**src/rtl/light_transceiver.sv**
```systemverilog
`timescale 1ns/1ps
// light_transceiver: oversampled start/stop optical link transceiver with optional even
// parity, majority-vote receive sampling, glitch rejection and error reporting.
module light_transceiver #(
    parameter int DATA_WIDTH  = 8,
    parameter int OVERSAMPLE  = 4,
    parameter int PARITY_EN   = 1,
    parameter int SYNC_STAGES = 2
) (
    input  logic                  clock,
    input  logic                  reset,
    input  logic                  tx_enable,
    input  logic [DATA_WIDTH-1:0] data_in,
    output logic                  led,
    output logic                  tx_busy,
    output logic                  irq_tx,
    input  logic                  signal,
    output logic [DATA_WIDTH-1:0] data_out,
    output logic                  irq_rx,
    output logic                  rx_error
);
    localparam int PH_W = $clog2(OVERSAMPLE);
    localparam int IX_W = (DATA_WIDTH > 1) ? $clog2(DATA_WIDTH) : 1;
    localparam int H    = OVERSAMPLE / 2;
    localparam logic [PH_W-1:0] PH_LAST = PH_W'(OVERSAMPLE - 1);
    localparam logic [PH_W-1:0] PH_S0   = PH_W'(H - 1);
    localparam logic [PH_W-1:0] PH_S1   = PH_W'(H);
    localparam logic [PH_W-1:0] PH_DEC  = PH_W'(H + 1);
    localparam logic [IX_W-1:0] IX_LAST = IX_W'(DATA_WIDTH - 1);

    typedef enum logic [2:0] {S_IDLE, S_START, S_DATA, S_PARITY, S_STOP} state_t;

    state_t                r_tx_st;
    logic [PH_W-1:0]       r_tx_ph;
    logic [IX_W-1:0]       r_tx_idx;
    logic [DATA_WIDTH-1:0] r_tx_sh;
    logic                  r_tx_par;
    logic                  w_tx_load;
    logic                  w_tx_bit_end;
    logic [DATA_WIDTH-1:0] w_tx_next;

    assign w_tx_load    = (r_tx_st == S_IDLE) && tx_enable;
    assign w_tx_bit_end = (r_tx_st != S_IDLE) && (r_tx_ph == PH_LAST);
    assign w_tx_next    = r_tx_sh >> 1;

    always_ff @(posedge clock) begin
        if (w_tx_load) begin
            r_tx_sh  <= data_in;
            r_tx_par <= ^data_in;
        end else if (w_tx_bit_end && r_tx_st == S_DATA) begin
            r_tx_sh <= w_tx_next;
        end
    end

    // led changes only on bit boundaries; the stop bit is the idle level
    always_ff @(posedge clock or negedge reset) begin
        if (!reset) begin
            r_tx_st  <= S_IDLE;
            r_tx_ph  <= '0;
            r_tx_idx <= '0;
            led      <= 1'b0;
            tx_busy  <= 1'b0;
            irq_tx   <= 1'b0;
        end else begin
            irq_tx <= 1'b0;
            if (r_tx_st == S_IDLE) begin
                if (tx_enable) begin
                    r_tx_st <= S_START;
                    r_tx_ph <= '0;
                    tx_busy <= 1'b1;
                    led     <= 1'b1;
                end
            end else if (r_tx_ph != PH_LAST) begin
                r_tx_ph <= r_tx_ph + PH_W'(1);
            end else begin
                r_tx_ph <= '0;
                case (r_tx_st)
                    S_START: begin
                        r_tx_st  <= S_DATA;
                        r_tx_idx <= '0;
                        led      <= r_tx_sh[0];
                    end
                    S_DATA: begin
                        if (r_tx_idx == IX_LAST) begin
                            r_tx_st <= (PARITY_EN != 0) ? S_PARITY : S_STOP;
                            led     <= (PARITY_EN != 0) ? r_tx_par : 1'b0;
                        end else begin
                            r_tx_idx <= r_tx_idx + IX_W'(1);
                            led      <= w_tx_next[0];
                        end
                    end
                    S_PARITY: begin
                        r_tx_st <= S_STOP;
                        led     <= 1'b0;
                    end
                    default: begin
                        r_tx_st <= S_IDLE;
                        tx_busy <= 1'b0;
                        irq_tx  <= 1'b1;
                        led     <= 1'b0;
                    end
                endcase
            end
        end
    end

    state_t                 r_rx_st;
    logic [PH_W-1:0]        r_rx_ph;
    logic [IX_W-1:0]        r_rx_idx;
    logic [SYNC_STAGES-1:0] r_sync;
    logic                   r_prev;
    logic                   r_s0;
    logic                   r_s1;
    logic [DATA_WIDTH-1:0]  r_rx_sh;
    logic                   r_rx_pbit;
    logic                   w_synced;
    logic                   w_maj;
    logic                   w_rx_dec;
    logic                   w_par_ok;

    assign w_synced = r_sync[SYNC_STAGES-1];
    assign w_maj    = (r_s0 & r_s1) | (r_s0 & w_synced) | (r_s1 & w_synced);
    assign w_rx_dec = (r_rx_st != S_IDLE) && (r_rx_ph == PH_DEC);
    assign w_par_ok = (PARITY_EN == 0) || ((^r_rx_sh) == r_rx_pbit);

    always_ff @(posedge clock) begin
        if (r_rx_st != S_IDLE) begin
            if (r_rx_ph == PH_S0) r_s0 <= w_synced;
            if (r_rx_ph == PH_S1) r_s1 <= w_synced;
        end
        if (w_rx_dec && r_rx_st == S_DATA)   r_rx_sh[r_rx_idx] <= w_maj;
        if (w_rx_dec && r_rx_st == S_PARITY) r_rx_pbit <= w_maj;
    end

    // Synchroniser and prev reset high so a line already high at release is not a start edge
    always_ff @(posedge clock or negedge reset) begin
        if (!reset) begin
            r_sync   <= '1;
            r_prev   <= 1'b1;
            r_rx_st  <= S_IDLE;
            r_rx_ph  <= '0;
            r_rx_idx <= '0;
            data_out <= '0;
            irq_rx   <= 1'b0;
            rx_error <= 1'b0;
        end else begin
            r_sync   <= {r_sync[SYNC_STAGES-2:0], signal};
            r_prev   <= w_synced;
            irq_rx   <= 1'b0;
            rx_error <= 1'b0;
            if (r_rx_st == S_IDLE) begin
                if (w_synced && !r_prev) begin
                    r_rx_st <= S_START;
                    r_rx_ph <= '0;
                end
            end else begin
                r_rx_ph <= (r_rx_ph == PH_LAST) ? '0 : r_rx_ph + PH_W'(1);
                if (w_rx_dec && r_rx_st == S_START && !w_maj) begin
                    r_rx_st <= S_IDLE;
                end else if (w_rx_dec && r_rx_st == S_STOP) begin
                    r_rx_st <= S_IDLE;
                    if (!w_maj && w_par_ok) begin
                        data_out <= r_rx_sh;
                        irq_rx   <= 1'b1;
                    end else begin
                        rx_error <= 1'b1;
                    end
                end else if (r_rx_ph == PH_LAST) begin
                    case (r_rx_st)
                        S_START: begin
                            r_rx_st  <= S_DATA;
                            r_rx_idx <= '0;
                        end
                        S_DATA: begin
                            if (r_rx_idx == IX_LAST)
                                r_rx_st <= (PARITY_EN != 0) ? S_PARITY : S_STOP;
                            else
                                r_rx_idx <= r_rx_idx + IX_W'(1);
                        end
                        S_PARITY: r_rx_st <= S_STOP;
                        default:  r_rx_st <= S_IDLE;
                    endcase
                end
            end
        end
    end
endmodule

```
**config.mk**
```make
export PLATFORM = sky130hd
export DESIGN_NAME = light_transceiver
export DESIGN_NICKNAME = d
export VERILOG_FILES = /design/src/rtl/light_transceiver.sv
export SDC_FILE = /design/constraint.sdc
export NUM_CORES = 1
export LEC_CHECK = 0
export ABC_AREA = 1
export BUFFER_PORTS_ARGS = -buffer_cell sky130_fd_sc_hd__clkbuf_2
export CAP_MARGIN = 0
export CORE_ASPECT_RATIO = 1.75
export CORE_MARGIN = 4
export CORE_UTILIZATION = 43
export CTS_BUF_LIST = sky130_fd_sc_hd__clkbuf_8 sky130_fd_sc_hd__clkbuf_16
export CTS_CLUSTER_DIAMETER = 40
export DETAILED_ROUTE_END_ITERATION = 12
export PLACE_DENSITY = 0.75
export SLEW_MARGIN = 25
export SYNTH_ARGS = -nofsm -noshare
export SYNTH_HDL_FRONTEND = slang
export SYNTH_SLANG_ARGS = --single-unit
```
**constraint.sdc**
```tcl
create_clock -name clock -period 1.87 [get_ports clock]
set_input_delay 0.0935 -clock clock [delete_from_list [all_inputs] [get_ports clock]]
set_output_delay 0.0935 -clock clock [all_outputs]
set_load 0.1 [all_outputs]
```
==> impl_metrics.env <==
export IMPL_place_area_um2=2800
export IMPL_fp_dieH_um=110.3
export IMPL_antenna_cells=0
export IMPL_p_sw_share_pct=43.91
export IMPL_grt_pass1_wl_um=8121
export IMPL_ant_nets=0
export IMPL_layoutNonFillerInstCount=389
export IMPL_num_nets_final=330
export IMPL_port_buffers=24
export IMPL_drc=0
export IMPL_path_clk_slew_ps=100
export IMPL_power_total_uw=4268
export IMPL_drt_iter0_drc=118
export IMPL_num_vias=1886
export IMPL_p_clk_share_pct=18.5
export IMPL_drive_above_1_share_pct=19.29
export IMPL_ys_seq_area_share_pct=54.62
export IMPL_intPower_uw=2394
export IMPL_vias_per_cell=4.848
export IMPL_cts_sinks=52
export IMPL_clockBufferDepth=2
export IMPL_core_um2=5833
export IMPL_power_switching_uw=1874
export IMPL_crit_path_frequent_cell="nand2_1"
export IMPL_start_util_pct=44.10
export IMPL_io_pins=25
export IMPL_grt_total_usage_pct=14.24
export IMPL_die_area_um2=7333
export IMPL_cap_violations=0
export IMPL_grt_max_degree=33
export IMPL_antenna_found_initial=0
export IMPL_wire_per_inst_um=11.93
export IMPL_finalCritPeriodShare_pct=87.51
export IMPL_status="finished, final reports clean"
export IMPL_seq_power_share_pct=39.8
export IMPL_place_gp_congestion=0.8025
export IMPL_grt_ovfl_total=0
export IMPL_period_minus_slack_ps=1636
export IMPL_max_slew_margin_pct=45.34
export IMPL_setup_ws_ps=233.5
export IMPL_worstPathArrival_ps=1830
export IMPL_crit_type="register to register"
export IMPL_power_leakage_uw=0.001411
export IMPL_synth_area_um2=2572
export IMPL_cp_cell_sequence="ha_1 > nand3_1 > inv_1 > a211oi_1 > nand2_1 > nand2_1 > o21ai_0"
export IMPL_rsz0062_at_grt="false"
export IMPL_synthTopCellsByArea="dfrtp_1 (28%), edfxtp_1 (23%), nand2_1 (13%)"
export IMPL_required_ps=2070
export IMPL_hold_path_class="input pin to register"
export IMPL_cts_buffers=5
export IMPL_row_count=37
export IMPL_fmax_ghz=0.6111
export IMPL_drv_slew=0
export IMPL_setup_tns_final_ps=0
export IMPL_setup_viol=0
export IMPL_final_common_cell="nand2_1"
export IMPL_synth_top_cell_by_area="dfrtp_1"
export IMPL_preCtsSetupSlack_ps=230.0
export IMPL_worst_pin_slew_ps=819.9
export IMPL_syn_nets=296
export IMPL_ir_worst_vdd_mv=1.039
export IMPL_synthCells=276
export IMPL_synth_seq_cells=52
export IMPL_hold_viol_final=0
export IMPL_dr_pass1_iters=4
export IMPL_area_growth_pct=14.06
export IMPL_p_per_area_nw_per_um2=1455
export IMPL_clk_latency_ps=310
export IMPL_yosys_warnings=0
export IMPL_crit_path_top_delay_cell="dfrtp_1"
export IMPL_final_area_um2=2934
export IMPL_wl_um=4641
export IMPL_synth_avg_cell_area_um2=9.321
export IMPL_end_kind="register"
export IMPL_crit_fanout=11
export IMPL_synth_top_area_share_pct=28.21
export IMPL_cts_root_buffer_cell="clkbuf_8"
export IMPL_die_w_um=66.47
export IMPL_dp_hpwl_um=3630
export IMPL_layout_common_cells="nand2_1 (86), inv_1 (34), dfrtp_1 (29), clkbuf_2 (24), edfxtp_1 (20)"
export IMPL_h_tree_depth=2
export IMPL_grt_pass1_vias=1909
export IMPL_skew_ps=8.564
export IMPL_cts_tree="yes"
export IMPL_dp_cells=379
export IMPL_p_comb_share_pct=41.8
export IMPL_cp_slowest_stage_delay_ps=410
export IMPL_synth_cell_types=36
export IMPL_cp_start_kind="register"
## Yosys cell counts (all sizes together)
| library cell | instances |
|---|---|
| edfxtp | 20 |
| nand4 | 9 |
| a32oi | 1 |
| ha | 8 |
| a41oi | 1 |
| a21oi | 4 |
| or2 | 2 |
| o21ai | 16 |
| nand3b | 1 |
| xor2 | 2 |
| o22ai | 1 |
| nand2 | 92 |
| xnor2 | 7 |
| a211oi | 1 |
| o21a | 2 |
| dfrtp | 29 |
| nand3 | 10 |
| nor4 | 2 |
| o21bai | 1 |
| nor2 | 18 |
| inv | 38 |
| nor3 | 6 |
| a21boi | 1 |
| buf | 1 |
| dfstp | 3 |
## metal layers
metal  global-route usage, %  up-vias  wire, um
met5                       0        -         0
met2                   26.94       31      2692
met4                   5.087        0        69
met3                   2.231        7       133
met1                   15.62      885      1745
li1                        -      963         -
## flip-flops by register name, summed over array words and instances, names as in the netlist
signal and flops:
data_out 8, r_rx_sh 8, r_tx_sh 8, r_rx_idx 3, r_rx_st 3, r_tx_idx 3, r_tx_st 3, r_rx_ph 2
r_sync 2, r_tx_ph 2, irq_rx 1, irq_tx 1, led 1, r_prev 1, r_rx_pbit 1, r_s0 1
r_s1 1, r_tx_par 1, rx_error 1, tx_busy 1
## worst max-delay path: cells and delay by family (launching register included)
family	cells	cell delay, ps
buffers and inverters	1	170
adder cells (fa/ha/maj)	1	280
flip-flops	1	410
AND/OR/NAND/NOR	3	340
AO/OA/AOI/OAI	2	330
## area by class of cell
cell class	count	area (um^2)
Clock buffer	5	68.82
Clock inverter	3	45.04
Fill cell	566	2899
Inverter	38	142.6
Multi-Input combinational cell	185	1020
Sequential cell	52	1405
Tap cell	78	97.59
Timing Repair Buffer	28	155.1
## what timing repair did
action,4_1_cts,5_1_grt
resized for setup,0,0
endpoints found under the setup margin,0,0
hold buffers,2,0
buffers inserted,0,0
hold endpoints to repair,30,0
## per-stage QoR
stage / hold slack (ps) / utilization (%)
final: 71.58 / 50.30
after global placement: 182.4 / 48.01
after global routing: 83.54 / 50.30
after floorplan: -202.1 / -
after detailed placement: 183.1 / 48.01
after CTS: 71.97 / 50.30
## power groups by stage
stage | combinational (uW) | sequential, uW | clock, uW
CTS | 1800 | 1690 | 802
floorplan | 989 | 2140 | 0
detailed placement | 1790 | 1720 | 0
global placement | 1750 | 1700 | 0
global route | 2020 | 1730 | 849
finish | 1780 | 1700 | 788
## cell families after synthesis
group                      Yosys count  synth area share [%]
xor gates and xnor gates             9                 3.064
adders and majority gates            8                 3.891
AOI/OAI and AO/OA                   28                 7.442
DFF                                 52                 54.62
buffers and inverters               39                 5.739
and+or+nand+nor                    140                 25.24
## final timing paths
path                                              from                       to  slack (ps)  cells past startpoint
worst max-delay path            r_rx_ph[0]$_DFFE_PN0P_  r_rx_idx[0]$_DFFE_PN0P_         230                      7
worst min-delay path                        data_in[6]     r_tx_sh[6]$_DFFE_PP_          70                      3
worst max register to register  r_rx_ph[0]$_DFFE_PN0P_  r_rx_idx[0]$_DFFE_PN0P_         230                      7
worst min register to register     r_sync[0]$_DFF_PN1_      r_sync[1]$_DFF_PN1_         360                      0
max in group asynchronous                        reset   r_tx_st[0]$_DFFE_PN0P_         940                      2
min in group asynchronous                        reset       rx_error$_DFF_PN0_         420                      2
(Power assumes the default switching activity.)
